**src/rtl/adder_pkg.sv**
```systemverilog
// Shared types for the adder operand loader: FSM state encodings and default operand width.
package adder_pkg;
  localparam int DEFAULT_WIDTH = 4;

  typedef enum logic [1:0] {
    ST_IDLE   = 2'b00,
    ST_GOT_A  = 2'b01,
    ST_READY  = 2'b10,
    ST_UNUSED = 2'b11
  } state_e;
endpackage

```
**src/rtl/button_debouncer.sv**
```systemverilog
// Raw pushbutton -> 2-flop synchronizer -> consecutive-cycle debounce -> one-cycle press pulse.
module button_debouncer #(
  parameter int DEBOUNCE_CYCLES = 4
) (
  input  logic clk,
  input  logic rst,
  input  logic btn_raw,
  output logic press
);
  localparam int CW = $clog2(DEBOUNCE_CYCLES + 1);

  logic [1:0]    sync_q, sync_d;
  logic [CW-1:0] cnt_q, cnt_d;
  logic          level_q, level_d;
  logic          level_prev_q, level_prev_d;

  // Any cycle of agreement with the debounced level restarts the count.
  always_comb begin
    sync_d       = {sync_q[0], btn_raw};
    cnt_d        = '0;
    level_d      = level_q;
    level_prev_d = level_q;
    if (sync_q[1] != level_q) begin
      if (cnt_q == CW'(DEBOUNCE_CYCLES - 1)) begin
        level_d = ~level_q;
      end else begin
        cnt_d = cnt_q + 1'b1;
      end
    end
  end

  always_ff @(posedge clk or posedge rst) begin
    if (rst) begin
      sync_q       <= '0;
      cnt_q        <= '0;
      level_q      <= 1'b0;
      level_prev_q <= 1'b0;
    end else begin
      sync_q       <= sync_d;
      cnt_q        <= cnt_d;
      level_q      <= level_d;
      level_prev_q <= level_prev_d;
    end
  end

  assign press = level_q & ~level_prev_q;
endmodule

```
**src/rtl/adder_operand_loader.sv**
```systemverilog
// Captures operand A, then operand B plus carry-in, from DIP switches on debounced load presses;
// clear press (which wins over load) empties the captures.
module adder_operand_loader
  import adder_pkg::*;
#(
  parameter int DEBOUNCE_CYCLES = 4,
  parameter int WIDTH           = DEFAULT_WIDTH
) (
  input  logic             clk,
  input  logic             rst,
  input  logic [WIDTH-1:0] sw,
  input  logic             cin_sw,
  input  logic             btn_load,
  input  logic             btn_clear,
  output logic [WIDTH-1:0] a_out,
  output logic [WIDTH-1:0] b_out,
  output logic             cin_out,
  output logic             operands_valid,
  output logic [1:0]       state_led
);
  logic             load_p, clear_p;
  logic [WIDTH-1:0] sw_s1_q, sw_s1_d, sw_s2_q, sw_s2_d;
  logic             cin_s1_q, cin_s1_d, cin_s2_q, cin_s2_d;
  state_e           state_q, state_d;
  logic [WIDTH-1:0] a_q, a_d, b_q, b_d;
  logic             cin_q, cin_d, valid_q, valid_d;

  button_debouncer #(.DEBOUNCE_CYCLES(DEBOUNCE_CYCLES)) u_load_db (
    .clk(clk), .rst(rst), .btn_raw(btn_load), .press(load_p)
  );
  button_debouncer #(.DEBOUNCE_CYCLES(DEBOUNCE_CYCLES)) u_clear_db (
    .clk(clk), .rst(rst), .btn_raw(btn_clear), .press(clear_p)
  );

  always_comb begin
    sw_s1_d  = sw;
    sw_s2_d  = sw_s1_q;
    cin_s1_d = cin_sw;
    cin_s2_d = cin_s1_q;
  end

  always_ff @(posedge clk or posedge rst) begin
    if (rst) begin
      sw_s1_q  <= '0;
      sw_s2_q  <= '0;
      cin_s1_q <= 1'b0;
      cin_s2_q <= 1'b0;
      state_q  <= ST_IDLE;
      a_q      <= '0;
      b_q      <= '0;
      cin_q    <= 1'b0;
      valid_q  <= 1'b0;
    end else begin
      sw_s1_q  <= sw_s1_d;
      sw_s2_q  <= sw_s2_d;
      cin_s1_q <= cin_s1_d;
      cin_s2_q <= cin_s2_d;
      state_q  <= state_d;
      a_q      <= a_d;
      b_q      <= b_d;
      cin_q    <= cin_d;
      valid_q  <= valid_d;
    end
  end

  always_comb begin
    state_d = state_q;
    if (clear_p) begin
      state_d = ST_IDLE;
    end else begin
      case (state_q)
        ST_IDLE:  if (load_p) state_d = ST_GOT_A;
        ST_GOT_A: if (load_p) state_d = ST_READY;
        ST_READY: if (load_p) state_d = ST_GOT_A;
        default:  state_d = ST_IDLE;
      endcase
    end
  end

  always_comb begin
    a_d     = a_q;
    b_d     = b_q;
    cin_d   = cin_q;
    valid_d = (state_d == ST_READY);
    if (clear_p) begin
      a_d   = '0;
      b_d   = '0;
      cin_d = 1'b0;
    end else if (load_p) begin
      case (state_q)
        ST_IDLE:  a_d = sw_s2_q;
        ST_GOT_A: begin
          b_d   = sw_s2_q;
          cin_d = cin_s2_q;
        end
        // A third load starts a fresh pair with the new value as A.
        ST_READY: begin
          a_d   = sw_s2_q;
          b_d   = '0;
          cin_d = 1'b0;
        end
        default: ;
      endcase
    end
  end

  assign a_out          = a_q;
  assign b_out          = b_q;
  assign cin_out        = cin_q;
  assign operands_valid = valid_q;
  assign state_led      = state_q;
endmodule

```
**config.mk**
```make
export PLATFORM = sky130hd
export DESIGN_NAME = adder_operand_loader
export DESIGN_NICKNAME = d
export VERILOG_FILES = /design/src/rtl/adder_pkg.sv /design/src/rtl/button_debouncer.sv /design/src/rtl/adder_operand_loader.sv
export SDC_FILE = /design/constraint.sdc
export NUM_CORES = 1
export LEC_CHECK = 0
export ABC_AREA = 1
export BUFFER_PORTS_ARGS = -buffer_cell sky130_fd_sc_hd__buf_4
export CORE_ASPECT_RATIO = 1.5
export CORE_MARGIN = 3
export CORE_UTILIZATION = 50
export CTS_BUF_LIST = sky130_fd_sc_hd__clkbuf_2
export DETAILED_ROUTE_END_ITERATION = 10
export PLACE_DENSITY_LB_ADDON = 0.05
export SETUP_SLACK_MARGIN = 0.4
export SLEW_MARGIN = 20
export SYNTH_ARGS = -nofsm -noshare
export SYNTH_HDL_FRONTEND = slang
export SYNTH_HIERARCHICAL = 1
export SYNTH_SLANG_ARGS = --single-unit
```
**constraint.sdc**
```tcl
create_clock -name clk -period 1.16 [get_ports clk]
set_input_delay 0.058 -clock clk [delete_from_list [all_inputs] [get_ports clk]]
set_output_delay 0.058 -clock clk [all_outputs]
set_load 0.02 [all_outputs]
```
# Word-level counts from Yosys, hierarchy flattened
# Cells that the tools add are included.
totals:
  register_bits: 36
  input_bits: 9
  out_inout_bits: 12
  elab_cells: 58
op_classes:
  add_sub_neg: 2
  n_eq_ne: 7
  mux: 17
  n_bitwise: 6
  reduce_logical: 9
op_table:
  columns: ["op", "n"]
  rows:
  - ["4-bit two-way mux", 5]
  - ["3-bit two-way mux", 4]
  - ["4-bit one-hot mux with 2 select lines", 1]
  - ["2-bit AND reduction", 4]
  - ["3-bit by 1-bit adder with 3-bit output, second input constant", 2]
  - ["3-bit by 2-bit == test with 1-bit output, second input constant", 2]
  - ["2-bit two-way mux", 3]
  - ["2-bit == test, second input constant", 2]
  - ["1-bit inverter", 4]
  - ["2-bit one-hot mux with 2 select lines", 1]
  - ["2-bit nonzero test", 2]
  - ["3-bit nonzero test", 1]
  - ["1-bit AND", 2]
  - ["2-bit by 1-bit == test with 1-bit output, second input constant", 1]
  - ["2-bit logical NOT", 1]
  - ["1-bit two-way mux", 2]
  - ["1-bit != test", 2]
  - ["1-bit one-hot mux with 2 select lines", 1]
  - ["2-bit OR reduction", 1]

# Longest topological paths before layout
# Gate-level depths: netlist of the first run.
depth:
  depth_word: 6
  mapped_depth: 8
  depth_no_buf: 7

# Hierarchy
# The synthesis of the first run kept the hierarchy.
by_module_without_submodules:
  columns: ["module", "instances", "cells_each", "area_per_inst_um2", "seq_area_each_um2"]
  rows:
  - ["adder_operand_loader", 1, 71, 805.8, 550.5]
  - ["button_debouncer", 2, 28, 271.5, 175.2]

# Worst setup path before layout of the first run
# No wires, ideal clock.
synth_timing:
  path_type: "register to register"
  from: "register u_clear_db.level_q (netlist: u_clear_db/level_prev_d)"
  to: "register b_q[1] (netlist: b_out[1])"
  setup_ns: 0.117
  t_arrival_ns: 1.013
  required_ns: 1.043
  slack_ns: 0.030
  stages_incl_launch_ff: 9
  n_path_buf: 1
  period_less_slack_ns: 1.130
  path_cell_list: "dfrtp_1 -> inv_2 -> nor2_1 -> inv_2 -> buf_6 -> nand3_4 -> nand2_4 -> nand2_1 -> nand2_1"
synth_between:
  elab_chain_cells: 3
  elab_cells_between_ends: 5
  classes_between: "mux (1); bitwise (1); reduce/logical (3)"
synth_lines:
  columns: ["item", "line", "text"]
  rows:
  - ["from (decl)", "button_debouncer.sv:14", "logic level_q, level_d;"]
  - ["from (signal assigned)", "button_debouncer.sv:41", "level_q <= level_d;"]
  - ["1-bit AND *", "button_debouncer.sv:46", "assign press = level_q & ~level_prev_q;"]
  - ["via clear_p", "adder_operand_loader.sv:21", "logic load_p, clear_p;"]
  - ["3-bit nonzero test (no line) / 2-bit nonzero test (equally long branches)", null, null]
  - ["2-bit AND reduction (no line)", null, null]
  - ["to (signal assigned)", "adder_operand_loader.sv:50", "b_q <= '0;"]
  - ["to (signal assigned)", "adder_operand_loader.sv:60", "b_q <= b_d;"]
  - ["to (decl)", "adder_operand_loader.sv:25", "logic [WIDTH-1:0] a_q, a_d, b_q, b_d;"]
# Mark *: on every way through the listed nets, which the timed path passes. The rest lies on a longest branch.
# A chain may end at the register's enable or synchronous reset.

# Final worst setup path of the first run
layout_timing:
  from: "register state_q[0] (netlist: state_led[0])"
  to: "register a_q[1] (netlist: a_out[1])"
layout_between:
  elab_chain_cells: 4
  elab_cells_between_ends: 5
  classes_between: "eq/ne (1); reduce/logical (4)"
layout_lines:
  columns: ["item", "line", "text"]
  rows:
  - ["from (decl)", "adder_operand_loader.sv:24", "state_e state_q, state_d;"]
  - ["from (signal assigned)", "adder_operand_loader.sv:58", "state_q <= state_d;"]
  - ["2-bit == test / 2-bit logical NOT (equally long branches)", "adder_operand_loader.sv:90", "case (state_q)"]
  - ["2-bit OR reduction (no line) *", null, null]
  - ["2-bit nonzero test (no line) *", null, null]
  - ["2-bit AND reduction (no line) *", null, null]
  - ["to (signal assigned)", "adder_operand_loader.sv:49", "a_q <= '0;"]
  - ["to (signal assigned)", "adder_operand_loader.sv:59", "a_q <= a_d;"]
  - ["to (decl)", "adder_operand_loader.sv:25", null]
# Every way passes the cells marked *; elsewhere a longest branch is shown, timed or not.

==> metrics.yaml, run 1 <==
setup_path:
  end_kind: "register"
  cp-start-kind: "register"
  crit_arrival_ps: 1350
  critical_path_class: "reg2reg"
  crit_fanout: 7
  cp.required_ps: 1430
  critPathLaunch: "state_led[0]$_DFF_PP0_"
  r2r_start: "state_led[0]$_DFF_PP0_"
sta:
  rsz0062_at_grt: "true"
  fmax_mhz: 927
  worst_slew_pin_slew_ps: 289
  relSlewSlack_pct: 80.7
  final.period_utilization_pct: 92.9
  fin_crit_ps: 1080
  holdWs_ps: 152
  hold_viol_final: 0
  setup_ws_ps: 81.8
  finClkSkew_ps: 20.5
  setup_viol: 0
  final.setup.tns_ps: 0
  drv_slew: 0
clocking:
  clk_latency_ps: 370
  cts_buffers: 5
  cts_tree: "yes"
  cts_buffer_depth: 2
  cts-root-buf: "clkbuf_2"
  h-tree-depth: 2
  clkSinkCount: 36
  path_clk_slew_ps: 180
power:
  peakVddDrop_v: 0.00180
  comb_power_share_pct: 48.3
  switching_share_pct: 37.6
  power.density_nw_per_um2: 2430
  p_seq_share_pct: 36.4
  intPower_mw: 3.12
  p_switching_mw: 1.88
  leakage_nw: 1.04
  pwr-share-clk_pct: 15.3
detailed_routing:
  routed_via_density: 4.68
  route.detailed.drc: 0
  drt-wirelength-per-cell_um: 11.8
  dr_total_vias: 1026
  drtPass1Iterations: 4
  drt_iter0_drc: 13
  postRouteAntennaNets: 0
  routed_wl_mm: 2.58
floorplanning:
  dieArea_um2: 3370
  rows: 22
  coreArea_um2: 2500
  ios: 21
  die_w_um: 48.4
  start_util_pct: 53.8
  die_h_um: 69.6
yosys:
  synth_compound_gate_area_share_pct: 2.32
  yosys.area.top_type: "dfrtp_1"
  synth_fa_ha_area_share_pct: 1.86
  ys_top_cells_by_count: "dfrtp_1, nand2_1, inv_1"
  synth.net_count: 138
  synthSimpleGateAreaFrac_pct: 22.6
  synthCells: 127
  synth_async_sr_flop_share_pct: 100
  synth_area_leaders: "dfrtp_1, nand2_1, nand2_2"
  ys_warn_count: 6
  ys_ff_latch: 36
  syn_area_um2: 1350
  synth_edf_count: 0
  synth_top_family_by_area: "simple AND/OR/NAND/NOR gates"
  synth_flop_cell: "dfrtp_1"
  synth_most_common_cell: "dfrtp_1"
  synth-seq-area-share_pct: 66.8
  synth.avg_cell_area_um2: 10.6
  synth-xor-area-share_pct: 0
  synth_cell_type_count: 17
  synthMuxAreaShare_pct: 0
  synth_top_area_share_pct: 66.8
placed_design:
  dp_hpwl_mm: 1.67
  place.gp.congestion: 0.832
  dp_slack_ps: 6.79
  portBuffers: 20
run:
  max-cap-violations: 0
run_status:
  status: "finished, final reports clean"
finish:
  area_delta_synth_final_pct: 52.2
  layout.nets: 193
  n_antenna_cell: 0
  drive_above_1_share_pct: 51.9
grt:
  overflow: 0
  antenna_found_initial: 0
  grtUsageTotal_pct: 17.8
  grt_max_degree: 23
  grt_pass1_wl_mm: 4.55
  grt_pass1_vias: 1067
min_path:
  hp-class: "in2async"
==> registers in the layout, indices dropped and copies added (netlist names), 2 cells and up <==
name               flops
a_out                  4
b_out                  4
sw_s1_q                4
sw_s2_q                4
u_clear_db/cnt_q       3
u_load_db/cnt_q        3
state_led              2
u_clear_db/sync_q      2
u_load_db/sync_q       2
==> kinds of logic after synthesis <==
| group | Yosys count |
|---|---|
| simple gates | 62 |
| flops | 36 |
| buf+inv | 21 |
| compound gates | 6 |
| fa+ha+maj | 2 |
==> worst max-delay path, stage by stage (launching register included) <==
cell and delay, ps:
dfrtp_2 480, buf_4 150, nor2_4 150, inv_4 80, nand3_2 60, nand2_1 50
==> cell usage in the layout (no fill, tap or decap), drive strengths merged <==
master	instances
clkinv	1
dfrtp	36
dlygate4sd3	8
nor2	11
a21oi	1
buf	41
inv	20
o22ai	1
ha	2
clkbuf	6
o21ai	4
nand4	3
nand2	36
bufinv	1
nand3	12
==> per-stage QoR <==
step / instance area [um^2] / total power, mW / cells / util, %
2_1_floorplan: 1390 / 2.90 / 127 / -
3_3_place_gp: 1610 / 3.35 / 186 / 64.2
3_5_place_dp: 1610 / 3.43 / 186 / 64.2
4_1_cts: 1930 / 4.67 / 212 / 77.2
5_1_grt: 2050 / 5.35 / 219 / 82.0
6_report: 2050 / 4.99 / 219 / 82.0
==> routing by layer <==
metal	up-vias	track usage, %	routed length, um	part of all wire (%)
met5	-	0	0	0
met2	21	33.6	1550	60
met4	0	6.96	47	1.8
met3	6	5.81	99	3.8
li1	502	-	-	-
met1	497	17.6	878	34
==> power by group through the flow <==
stage | clock network [mW] | registers, mW | logic [mW]
floorplan | 0 | 1.98 | 0.916
global route | 0.845 | 1.86 | 2.64
detailed placement | 0 | 1.80 | 1.62
CTS | 0.786 | 1.80 | 2.08
global placement | 0 | 1.78 | 1.57
finish | 0.762 | 1.82 | 2.41
==> worst paths after layout <==
| check | cells past startpoint | endpoint | slack, ps |
|---|---|---|---|
| worst max-delay path | 5 | a_out[1]$_DFFE_PP0P_ | 80 |
| worst min-delay path | 3 | u_load_db/level_prev_q$_DFF_PP0_ | 150 |
| worst max register to register | 5 | a_out[1]$_DFFE_PP0P_ | 80 |
| worst min register to register | 0 | u_clear_db/sync_q[1]$_DFF_PP0_ | 370 |
| max in group asynchronous | 4 | sw_s2_q[2]$_DFF_PP0_ | 660 |
| min in group clk | 2 | sw_s1_q[0]$_DFF_PP0_ | 320 |
==> layout make-up <==
class	instances	area [um^2]
well taps	36	45.0
multi-input cells	70	503
repair buffers	49	452
flip-flops and latches	36	903
clock inverters	2	35.0
fillers	136	452
inverters	20	85.1
clock buffers	6	30.0
==> what timing repair did <==
action | 4_1_cts | 5_1_grt
hold buffers | 8 | 0
pin swaps | 6 | 4
endpoints found under the setup margin | 32 | 33
setup buffers | 10 | 7
resized for setup | 30 | 18
hold endpoints to repair | 43 | 0
(Power assumes the default switching activity.)
==> run 2: changes to the inputs <==
SETUP_SLACK_MARGIN = 0.15   (was 0.4)
==> metrics.yaml, run 2 (synthesis results as in run 1) <==
grt:
  antenna_found_initial: 0  # unchanged
  grt_max_degree: 23  # unchanged
  use_met3_pct: 4.73  # -1.1 points
  grt_use_met2_pct: 28.8  # -4.8 points
  overflow: 0  # unchanged
  grt-busiest-layer: "met2"
  grtUsageTotal_pct: 15.8  # -2.0 points
  grt_pass1_vias: 1024  # -4.0%
  grt_pass1_wl_mm: 4.05  # -11%
  met1_usage_pct: 15.0  # -2.6 points
finish:
  final_common_cell: "dfrtp_1"
  area_delta_synth_final_pct: 41.1
  final_cell_mix: "dfrtp_1, buf_4, nand2_1"
  multiInputGateArea_um2: 414  # -18%
  layout.nets: 191  # -1.0%
  drive_above_1_share_pct: 42.5  # -9.4 points
  fin_area_um2: 1900  # -7.3%
  final_cell_count_no_fill: 217  # -0.91%
  seqCellArea_um2: 903  # unchanged
  n_antenna_cell: 0  # unchanged
  fillerInstances: 172  # +26%
power:
  fin_total_pwr_mw: 4.41  # -12%
  peakVddDrop_v: 0.00130  # -28%
  leakage_nw: 0.989  # -4.8%
  power.density_nw_per_um2: 2320  # -4.8%
run_status:
  status: "finished, final reports clean"
floorplanning:
  rows: 22  # unchanged
  coreArea_um2: 2500  # unchanged
  dieArea_um2: 3370  # unchanged
  start_util_pct: 53.8  # unchanged
  die_w_um: 48.4  # unchanged
  die_h_um: 69.6  # unchanged
  ios: 21  # unchanged
clocking:
  cts_buffer_depth: 2  # unchanged
  clk_latency_ps: 360  # about the same
  clkSinkCount: 36  # unchanged
  cts_tree: "yes"
  path_clk_slew_ps: 160  # -20 ps
  cts_buffers: 5  # unchanged
  cts-root-buf: "clkbuf_2"
  h-tree-depth: 2  # unchanged
sta:
  rsz0062_at_grt: "true"
  hold_viol_final: 0  # unchanged
  setup_viol: 0  # unchanged
  fmax_mhz: 941  # +1.5%
  fin_crit_ps: 1060  # -15.5 ps
  worst_slew_pin_slew_ps: 269  # -20.4 ps
  final.period_utilization_pct: 91.6  # -1.3 points
  drv_slew: 0  # unchanged
  finClkSkew_ps: 11.3  # -9.19 ps
  final.setup.tns_ps: 0  # unchanged
  relSlewSlack_pct: 82.1  # +1.4 points
  holdWs_ps: 175  # +23.1 ps
placed_design:
  place.gp.congestion: 0.959  # +15%
  place_inst: 186  # unchanged
  dp_hpwl_mm: 1.60  # -4.3%
  place_area_um2: 1570  # -2.2%
  portBuffers: 20  # unchanged
setup_path:
  cp.required_ps: 1420  # about the same
  crit_fanout: 9  # +2
  end_kind: "register"
  critical_path_class: "reg2reg"
  cp-start-kind: "register"
  crit_arrival_ps: 1330  # -20 ps
run:
  max-cap-violations: 0  # unchanged
detailed_routing:
  drtPass1Iterations: 4  # unchanged
  routed_wl_mm: 2.30  # -11%
  route.detailed.drc: 0  # unchanged
  drt_iter0_drc: 16  # +3
  routed_via_density: 4.57  # -2.4%
  dr_total_vias: 992  # -3.3%
  postRouteAntennaNets: 0  # unchanged
  drt-wirelength-per-cell_um: 10.6  # -9.9%
min_path:
  hp-class: "in2async"
[run 2: worst max-delay path, stage by stage, from the launching register on]
cell     delay (ps)
dfrtp_1         430
nor2_4          150
inv_4            90
nand2_4         110
nand2_4          70
nand2_1          60
nand2_1          50
[run 2: through the flow]
| step | setup slack [ps] | utilization, % |
|---|---|---|
| final | 97.3 | 76.0 |
| after global placement | 77.3 | 62.8 |
| after floorplan | 105 | - |
| after global routing | 37.5 | 76.0 |
| after detailed placement | 44.1 | 62.8 |
| after CTS | 73.2 | 74.1 |
[run 2: cell type report]
class | instances | area share (%)
inverter | 20 | 4.21
tap | 36 | 2.37
clock buffer | 5 | 1.31
timing repair buffer | 47 | 22.2
clock inverter | 3 | 0.723
sequential | 36 | 47.5
multi-input combinational | 70 | 21.8
[run 2: path summary, 6_finish.rpt]
path | to | depth (start not counted) | start | slack (ps)
worst max-delay path | b_out[2]$_DFFE_PP0P_ | 6 | u_clear_db/level_prev_q$_DFF_PP0_ | 100
worst min-delay path | u_clear_db/level_prev_q$_DFF_PP0_ | 3 | rst | 170
worst max register to register | b_out[2]$_DFFE_PP0P_ | 6 | u_clear_db/level_prev_q$_DFF_PP0_ | 100
worst min register to register | sw_s2_q[3]$_DFF_PP0_ | 0 | sw_s1_q[3]$_DFF_PP0_ | 360
max in group asynchronous | state_led[1]$_DFF_PP0_ | 4 | rst | 660
min in group clk | sw_s1_q[2]$_DFF_PP0_ | 2 | sw[2] | 340
[run 2: power by group]
part / total, mW / internal, mW / switching (mW)
clock: 0.511 / 0.135 / 0.376
combinational: 2.11 / 1.02 / 1.09
sequential: 1.79 / 1.57 / 0.217
[run 2: per-layer routing]
layer / share of wire [%] / vias up / wire [um]
met2: 54 / 23 / 1240
met3: 3.9 / 10 / 91
met1: 39 / 464 / 888
met5: 0 / - / 0
li1: - / 495 / -
met4: 3.7 / 0 / 85
[run 2: timing repair]
action                                 in CTS  in global routing
hold buffers                                8                  0
endpoints found under the hold margin      43                  0
pin swaps                                   0                  1
gates resized for setup                    22                  6
setup endpoints to repair                  23                 28
buffers inserted                           11                  4
==> run 3: changes to the inputs <==
clock period = 1.35 ns   (was 1.16 ns; I/O delays follow)
==> metrics.yaml, run 3 (synthesis results as in run 1) <==
run_status:
  status: "finished, final reports clean"
setup_path:
  crit_fanout: 4  # -5
  end_kind: "register"
  r2r_start: "u_clear_db/level_prev_d$_DFFE_PP0P_"
  cp-start-kind: "register"
  cp.required_ps: 1660  # +240 ps
  r2r-end: "b_out[2]$_DFFE_PP0P_"
  crit_arrival_ps: 1410  # +80 ps
  worst-r2r-setup-slack_ps: 250  # +150 ps
  critical_path_class: "reg2reg"
  slowest_delay_ps: 440  # about the same
  critPathSlowestCell: "dfrtp_1"
  r2r_cells: 5  # -1
  crit_chain: "inv_2 -> nor2_4 -> a21oi_1 -> nand4_1 -> nand2_1"
grt:
  grt-busiest-layer: "met2"
  grt_use_met2_pct: 23.0  # -5.8 points
  grt_pass1_wl_mm: 3.51  # -13%
  antenna_found_initial: 0  # unchanged
  overflow: 0  # unchanged
  use_met3_pct: 6.02  # +1.3 points
  grt_max_degree: 23  # unchanged
  met1_usage_pct: 13.4  # -1.7 points
  grt_pass1_vias: 905  # -12%
  grtUsageTotal_pct: 13.9  # -1.9 points
detailed_routing:
  drt-wirelength-per-cell_um: 10.7  # +0.60%
  routed_wl_mm: 2.15  # -6.8%
  route.detailed.drc: 0  # unchanged
  drtPass1Iterations: 4  # unchanged
  postRouteAntennaNets: 0  # unchanged
  routed_via_density: 4.65  # +1.6%
  drt_iter0_drc: 18  # +2
  dr_total_vias: 934  # -5.8%
placed_design:
  portBuffers: 20  # unchanged
  dp_hpwl_mm: 1.57  # -1.6%
  place.gp.congestion: 0.859  # -10%
  place_inst: 183  # -1.6%
  place_area_um2: 1540  # -2.1%
  dp_slack_ps: 70.1  # +26.0 ps
finish:
  fin_area_um2: 1700  # -11%
  area_delta_synth_final_pct: 25.8
  fillerInstances: 214  # +24%
  final_cell_mix: "dfrtp_1, nand2_1, buf_4"
  n_antenna_cell: 0  # unchanged
  final_common_cell: "dfrtp_1"
  final_cell_count_no_fill: 201  # -7.4%
  layout.nets: 175  # -8.4%
  drive_above_1_share_pct: 31.5  # -11 points
sta:
  finClkSkew_ps: 19.7  # +8.44 ps
  final.setup.tns_ps: 0  # unchanged
  fmax_mhz: 910  # -3.3%
  setup_viol: 0  # unchanged
  drv_slew: 0  # unchanged
  final.period_utilization_pct: 81.4  # -10 points
  rsz0062_at_grt: "false"
  worst_slew_pin_slew_ps: 286  # +17.0 ps
  setup_ws_ps: 251  # +154 ps
  fin_crit_ps: 1100  # +36.4 ps
  relSlewSlack_pct: 81.0  # -1.1 points
  hold_viol_final: 0  # unchanged
clocking:
  cts_tree: "yes"
  cts_buffer_depth: 2  # unchanged
  cts-root-buf: "clkbuf_2"
  path_clk_slew_ps: 150  # about the same
  clk_latency_ps: 370  # about the same
  cts_buffers: 5  # unchanged
  h-tree-depth: 2  # unchanged
  clkSinkCount: 36  # unchanged
floorplanning:
  start_util_pct: 53.8  # unchanged
  rows: 22  # unchanged
  coreArea_um2: 2500  # unchanged
  ios: 21  # unchanged
  die_h_um: 69.6  # unchanged
  dieArea_um2: 3370  # unchanged
  die_w_um: 48.4  # unchanged
power:
  peakVddDrop_v: 0.00121  # -7.0%
  power.density_nw_per_um2: 1970  # -15%
  leakage_nw: 0.898  # -9.1%
run:
  max-cap-violations: 0  # unchanged
min_path:
  hp-class: "in2async"
==> run 3: layout make-up <==
| class | instances | area [um^2] | share of cell area, % |
|---|---|---|---|
| flip-flops and latches | 36 | 901 | 53.1 |
| clock buffers | 7 | 35.0 | 2.06 |
| inverters | 20 | 77.6 | 4.57 |
| clock inverters | 1 | 3.75 | 0.221 |
| repair buffers | 31 | 253 | 14.9 |
| multi-input cells | 70 | 382 | 22.5 |
| well taps | 36 | 45.0 | 2.65 |
==> run 3: worst max path at each step <==
stage	from	end	slack (ps)
2_1_floorplan	u_clear_db/level_prev_d$_DFFE_PP0P_	b_out[1]$_DFFE_PP0P_	220
3_3_place_gp	u_clear_db/level_prev_d$_DFFE_PP0P_	b_out[0]$_DFFE_PP0P_	120
3_5_place_dp	u_clear_db/level_prev_d$_DFFE_PP0P_	b_out[0]$_DFFE_PP0P_	70
4_1_cts	u_clear_db/level_prev_d$_DFFE_PP0P_	operands_valid$_DFF_PP0_	160
5_1_grt	u_clear_db/level_prev_d$_DFFE_PP0P_	b_out[0]$_DFFE_PP0P_	160
6_report	u_clear_db/level_prev_d$_DFFE_PP0P_	b_out[2]$_DFFE_PP0P_	250
==> run 3: routing by layer <==
layer / up-vias / wire (um) / share of wire, %
met5: - / 0 / 0
met3: 12 / 110 / 5.1
met1: 425 / 832 / 39
met2: 26 / 1100 / 51
li1: 471 / - / -
met4: 0 / 102 / 4.8
==> run 3: stage by stage <==
step | utilization [%] | hold slack [ps] | total power, mW
after floorplan | - | -129 | 2.41
after global placement | 61.5 | 22.8 | 2.75
after detailed placement | 61.5 | 25.8 | 2.79
after CTS | 67.1 | 155 | 3.33
after global routing | 67.7 | 152 | 3.59
final | 67.7 | 167 | 3.33
==> run 3: report_power, final <==
part	switching (mW)	leakage, nW	internal, mW
Sequential	0.164	0.451	1.34
Combinational	0.837	0.416	0.538
Clock	0.315	0.0306	0.139
==> run 3: timing repair <==
action                                 CTS  global route
hold buffers                             8             0
endpoints found under the hold margin   43             0
setup buffers                            2             0
setup endpoints to repair                8            11
gates resized for setup                  2             5
==> run 3: critical path: cells and delay by family, from the launching register on <==
family / cells / cell delay [ps]
simple gates: 3 / 280
compound gates: 1 / 250
flops: 1 / 440
buf+inv: 1 / 100
